<file path="config.mk">
export PLATFORM = sky130hd
export DESIGN_NAME = fxp_mul_pipe_lanes
export DESIGN_NICKNAME = d
export VERILOG_FILES = /design/src/rtl/fxp_mul_pipe_lanes.sv
export SDC_FILE = /design/constraint.sdc
export NUM_CORES = 2
export LEC_CHECK = 0
export BUFFER_PORTS_ARGS = -buffer_cell sky130_fd_sc_hd__buf_2
export CAP_MARGIN = 5
export CORE_ASPECT_RATIO = 0.9
export CORE_MARGIN = 4
export CORE_UTILIZATION = 58
export CTS_BUF_LIST = sky130_fd_sc_hd__clkbuf_16
export DETAILED_ROUTE_END_ITERATION = 12
export GPL_TIMING_DRIVEN = 0
export PLACE_DENSITY = 0.79
export SYNTH_ARGS = -nofsm -noshare
export SYNTH_HDL_FRONTEND = slang
export SYNTH_SLANG_ARGS = --single-unit
</file>
<file path="constraint.sdc">
create_clock -name clk -period 7.6 [get_ports clk]
set_input_delay 1.52 -clock clk [delete_from_list [all_inputs] [get_ports clk]]
set_output_delay 1.52 -clock clk [all_outputs]
set_load 0.02 [all_outputs]
</file>
<file path="src/rtl/fxp_mul_pipe_lanes.sv">
// Multi-lane pipelined signed fixed-point multiplier with valid/ready flow control.
// Stage 1 holds full-precision products; the last stage holds rescaled results.
`timescale 1ns/1ps
module fxp_mul_pipe_lanes #(
  parameter int LANES  = 4,
  parameter int WIIA   = 12,
  parameter int WIFA   = 0,
  parameter int WIIB   = 1,
  parameter int WIFB   = 31,
  parameter int WOI    = 8,
  parameter int WOF    = 32,
  parameter int ROUND  = 1,
  parameter int SAT    = 1,
  parameter int STAGES = 2,
  parameter int TAG_W  = 8
) (
  input  logic                           clk,
  input  logic                           rstn,
  input  logic                           in_valid,
  output logic                           in_ready,
  input  logic [LANES*(WIIA+WIFA)-1:0]   ina,
  input  logic [LANES*(WIIB+WIFB)-1:0]   inb,
  input  logic [TAG_W-1:0]               in_tag,
  output logic                           out_valid,
  input  logic                           out_ready,
  output logic [LANES*(WOI+WOF)-1:0]     out,
  output logic [TAG_W-1:0]               out_tag,
  output logic [LANES-1:0]               overflow,
  output logic [LANES-1:0]               ovf_sticky,
  input  logic                           clr_ovf
);

  localparam int WA   = WIIA + WIFA;
  localparam int WB   = WIIB + WIFB;
  localparam int WO   = WOI + WOF;
  localparam int WRF  = WIFA + WIFB;
  localparam int WR   = WA + WB;
  localparam int DROP = (WOF < WRF) ? (WRF - WOF) : 0;
  localparam int PAD  = (WOF >= WRF) ? (WOF - WRF) : 0;
  // One spare integer bit absorbs the rounding carry before the range check.
  localparam int WE   = WR + 1 + PAD;
  localparam int WBIG = ((WE > WO) ? WE : WO) + 1;
  localparam int RSH  = (DROP > 0) ? (DROP - 1) : 0;
  localparam int PS   = (STAGES >= 2) ? (STAGES - 1) : 1;
  localparam logic [WE-1:0] RND = (ROUND != 0 && DROP > 0) ? (WE'(1) << RSH) : '0;

  function automatic logic [WO:0] rescale(input logic [WR-1:0] p);
    logic signed [WE-1:0]   e;
    logic signed [WBIG-1:0] v;
    logic signed [WBIG-1:0] lo;
    logic                   ovf;
    logic [WO-1:0]          r;
    e   = {{(WE-WR){p[WR-1]}}, p};
    e   = e <<< PAD;
    e   = e + signed'(RND);
    e   = e >>> DROP;
    v   = {{(WBIG-WE){e[WE-1]}}, e};
    lo  = {{(WBIG-WO){v[WO-1]}}, v[WO-1:0]};
    ovf = (v != lo);
    if (ovf && SAT != 0)
      r = v[WBIG-1] ? {1'b1, {(WO-1){1'b0}}} : {1'b0, {(WO-1){1'b1}}};
    else
      r = v[WO-1:0];
    return {ovf, r};
  endfunction

  logic [STAGES:0]      w_ready;
  logic [STAGES-1:0]    r_valid;
  logic [STAGES-1:0]    w_validIn;
  logic [TAG_W-1:0]     r_tag [STAGES];
  logic [TAG_W-1:0]     w_tagIn [STAGES];
  logic [WR-1:0]        r_prod [PS][LANES];
  logic [WR-1:0]        w_prod [LANES];
  logic [LANES*WO-1:0]  w_rescData;
  logic [LANES-1:0]     w_rescOvf;
  logic [LANES-1:0]     r_sticky;

  // A stage can load when it is empty or everything downstream of it can move.
  always_comb begin
    logic rdy;
    rdy = out_ready;
    w_ready[STAGES] = out_ready;
    for (int s = STAGES - 1; s >= 0; s--) begin
      rdy = rdy | ~r_valid[s];
      w_ready[s] = rdy;
    end
  end

  always_comb begin
    w_validIn[0] = in_valid;
    w_tagIn[0]   = in_tag;
    for (int s = 1; s < STAGES; s++) begin
      w_validIn[s] = r_valid[s-1];
      w_tagIn[s]   = r_tag[s-1];
    end
  end

  always_comb begin
    for (int l = 0; l < LANES; l++) begin
      w_prod[l] = $signed({{WB{ina[l*WA+WA-1]}}, ina[l*WA +: WA]}) *
                  $signed({{WA{inb[l*WB+WB-1]}}, inb[l*WB +: WB]});
    end
  end

  always_ff @(posedge clk) begin
    if (!rstn) begin
      r_valid <= '0;
      for (int s = 0; s < STAGES; s++) r_tag[s] <= '0;
    end else begin
      for (int s = 0; s < STAGES; s++) begin
        if (w_ready[s]) begin
          r_valid[s] <= w_validIn[s];
          if (w_validIn[s]) r_tag[s] <= w_tagIn[s];
        end
      end
    end
  end

  always_ff @(posedge clk) begin
    if (!rstn) begin
      for (int s = 0; s < PS; s++)
        for (int l = 0; l < LANES; l++) r_prod[s][l] <= '0;
    end else begin
      if (w_ready[0] && in_valid)
        for (int l = 0; l < LANES; l++) r_prod[0][l] <= w_prod[l];
      for (int s = 1; s < PS; s++)
        if (w_ready[s] && r_valid[s-1])
          for (int l = 0; l < LANES; l++) r_prod[s][l] <= r_prod[s-1][l];
    end
  end

  always_comb begin
    w_rescData = '0;
    w_rescOvf  = '0;
    for (int l = 0; l < LANES; l++)
      {w_rescOvf[l], w_rescData[l*WO +: WO]} = rescale(r_prod[PS-1][l]);
  end

  // With a single stage the rescale sits combinationally after the product register.
  if (STAGES >= 2) begin : g_regOut
    logic [LANES*WO-1:0] r_out;
    logic [LANES-1:0]    r_ovf;
    always_ff @(posedge clk) begin
      if (!rstn) begin
        r_out <= '0;
        r_ovf <= '0;
      end else if (w_ready[STAGES-1] && r_valid[STAGES-2]) begin
        r_out <= w_rescData;
        r_ovf <= w_rescOvf;
      end
    end
    assign out      = r_out;
    assign overflow = r_ovf;
  end else begin : g_combOut
    assign out      = w_rescData;
    assign overflow = w_rescOvf;
  end

  // A setting transfer wins over a simultaneous clear.
  always_ff @(posedge clk) begin
    if (!rstn) r_sticky <= '0;
    else       r_sticky <= (clr_ovf ? '0 : r_sticky) | ((out_valid && out_ready) ? overflow : '0);
  end

  assign ovf_sticky = r_sticky;
  assign in_ready   = w_ready[0];
  assign out_valid  = r_valid[STAGES-1];
  assign out_tag    = r_tag[STAGES-1];

endmodule

</file>
==> impl_metrics.ini <==
[clock_tree]
clock_path_buffers = 3
cts_tree = done
ctsHoldBuffers = 0
clk-insertion-delay-late_ns = 0.56
clockRootBuffer = clkbuf_16
clock_sinks = 362
htree_levels = 2
cts_setup_buffers = 0
cts_made_buffers = 39
clk_pin_slew_worst_paths_ns = 0.06

[floorplan]
die_y_um = 324
core_area_um2 = 110000
initial_utilization = 0.587
io-pin-count = 367
die_x_um = 359
die_area_um2 = 117000
num_rows = 115

[run]
maxCapViolations = 0

[critical_path]
worst-setup-path-type = in2reg
rr_endpoint = r_prod[0][117]$_SDFFCE_PN0P_
reg2reg_from = r_valid[1]$_SDFFE_PN0P_
rrSetupSlack_ns = 2.89
cp_max_fo = 10
startpoint_type = input port
cp.required_ns = 7.90
endpoint_kind = flip-flop
r2r_cells = 6
critical_path_arrival_ns = 7.80

[finish]
drive_above_1_share = 0.0704
stdcell_count = 9123
design_area_um2 = 69600
syn_to_final_growth_pct = 7.94
fillCellCount = 9404
fin_nets = 9536

[place]
dp_hpwl_um = 157000
place_congestion = 1.00
dpl.cell_count = 9065
dpl_cell_area_um2 = 68200
pre_cts_slack_ns = -1.05
portBuffers = 366

[route]
ant_nets = 0
wl_per_cell_um = 20.4
via_count = 51000
dr.pass1.iters = 6
vias_per_cell = 5.59
routed_wl_um = 187000
remaining_drc_errors = 0
first_iter_violations = 4119

[timing]
period_minus_slack_ns = 7.50
setup_viol = 0
hold_slack_ns = 0.466
hold_viol = 0
layout_setup_ws_ns = 0.100
min_period_over_period = 0.987
slew_headroom = 0.124
rsz0062_at_grt = true
tightest_slew_ns = 1.31
slew_viol_final = 0
fin_worst_skew_ns = 0.0286
fmax_mhz = 133

[synth]
yosysSeqAreaShare = 0.142
synth-main-ff-cell = edfxtp_1
syn_inst = 7234
synth_cell_types = 75
yosys_warnings = 0
synth_area_per_cell_um2 = 8.91
synth_area_um2 = 64400
synth_seq_cells = 362
syn_nets = 9139
synth-edff-count = 192
synth-async-reset-ratio = 0

[global_routing]
grt_pass1_wl_um = 296000
grt_pass1_vias = 53300
grt_max_degree = 61
antenna_found_initial = 10
grt.total_usage = 0.325
overflow = 0

[hold_path]
holdPathStages = 2
hold_path.class = reg2reg
hold_start = out[120]$_SDFFE_PN0P_
holdPathEnd = out[120]$_SDFFE_PN0P_

[status]
outcome = finished, final reports clean
==> kinds of logic after synthesis <==
family                     Yosys count  synth area share
adders and majority gates         1716             0.491
DFF                                362             0.142
xor gates and xnor gates           151            0.0205
muxes                                2          0.000388
AOI/OAI and AO/OA                  937            0.0838
and+or+nand+nor                   2082             0.146
buffers and inverters             1984             0.116
==> what timing repair did <==
item	4_1_cts	5_1_grt
endpoints found under the setup margin	24	30
gates cloned	0	0
gates resized for setup	7	159
==> final cells by class <==
class	instances	area [um^2]	share of cell area
diodes	1	2.50	0.0000360
multi-input cells	4888	47800	0.687
well taps	1462	1830	0.0263
clock inverters	28	230	0.00331
repair buffers	369	1910	0.0274
clock buffers	42	1050	0.0151
flip-flops and latches	362	9170	0.132
plain buffers	398	1650	0.0237
inverters	1573	5910	0.0849
==> per-layer routing <==
metal  vias up  share of wire  global-route usage
met3       415           0.12              0.0980
met2      2571           0.45               0.505
met1     25500           0.39               0.440
met5         -       0.000070                   0
met4         2          0.039               0.111
li1      22500              -                   -
==> sequential cells by signal (all words and copies together) (netlist names) <==
register	cells
r_prod	176
out	160
r_tag	16
overflow	4
ovf_sticky	4
r_valid	2
==> worst max-delay path by stage <==
stage | start | end
after detailed placement | ina[23] | r_prod[0][129]$_SDFFCE_PN0P_
after global routing | inb[76] | r_prod[0][85]$_SDFFCE_PN0P_
after CTS | ina[47] | r_prod[0][40]$_SDFFCE_PN0P_
after global placement | out_ready | r_prod[0][134]$_SDFFCE_PN0P_
after floorplan | ina[23] | r_prod[0][129]$_SDFFCE_PN0P_
final | ina[47] | r_prod[0][36]$_SDFFCE_PN0P_
==> stage by stage <==
stage	setup TNS [ns]	utilization
2_1_floorplan	0	-
3_3_place_gp	-336.08	0.620
3_5_place_dp	-33.41	0.621
4_1_cts	0	0.633
5_1_grt	-0.0182	0.633
6_report	0	0.634
==> worst max-delay path, cell delays in order <==
cell	delay [ns]
buf_2	0.25
clkinvlp_4	0.35
clkbuf_2	0.38
nor2_1	0.21
fa_1	0.45
fa_1	0.42
fa_1	0.50
fa_1	0.50
inv_1	0.06
fa_1	0.50
inv_1	0.05
ha_1	0.33
and2_1	0.22
a221o_1	0.29
a31oi_1	0.23
nand3_1	0.24
a31oi_1	0.47
o21ai_1	0.22
a21boi_0	0.27
o21ai_1	0.12
xnor2_1	0.15
nor2_1	0.06
==> cell usage in the layout (no fill, tap or decap), drive strengths merged, types with 6 or more instances in the layout <==
cell type and count:
o211ai 7, xor2 50, nor4 7, nand2 1145, nor2b 32, and3 22, nand2b 40, a31o 6
clkbuf 422, inv 1586, or2 6, o21ai 256, a211oi 26, ha 364, fa 1352, o21a 31
a21oi 426, clkinv 11, a2111oi 6, xnor2 101, buf 387, nor2 290, nand4 24, edfxtp 192
dfxtp 170, o21bai 14, a21o 72, nor3 38, and2 426, a221o 6, nand3 28, a21boi 11
nor3b 7, a31oi 29
==> Yosys cell counts (3+ instances only) <==
master	number	area share
a2111oi_0	5	0.00068
a211o_1	3	0.00041
a211oi_1	26	0.0030
a21boi_0	10	0.0012
a21o_1	72	0.0084
a21oi_1	424	0.033
a221o_1	6	0.00093
a221oi_1	4	0.00054
a31o_2	4	0.00054
a31oi_1	29	0.0028
a32oi_1	4	0.00054
a41oi_1	3	0.00041
and2_1	426	0.041
and3_1	21	0.0020
and4_1	5	0.00068
buf_1	6	0.00035
buf_4	8	0.00093
buf_6	3	0.00052
clkbuf_1	394	0.023
dfxtp_1	170	0.053
edfxtp_1	192	0.089
fa_1	1352	0.42
ha_1	364	0.071
inv_1	1572	0.092
nand2_1	1145	0.067
nand2b_1	40	0.0039
nand3_1	28	0.0022
nand4_1	24	0.0023
nor2_1	290	0.017
nor2b_1	31	0.0030
nor3_1	38	0.0030
nor3b_1	7	0.00082
nor4_1	7	0.00068
o211ai_1	7	0.00082
o21a_1	31	0.0036
o21ai_0	233	0.018
o21ai_1	22	0.0017
o21bai_1	14	0.0016
o31a_1	4	0.00054
o31ai_1	5	0.00058
o41ai_1	3	0.00041
or2_2	4	0.00039
or3_1	5	0.00049
xnor2_1	101	0.014
xor2_1	50	0.0068
Power is not shown: default switching activity piles up to over one toggle a cycle in this logic, so the estimate is an artifact.
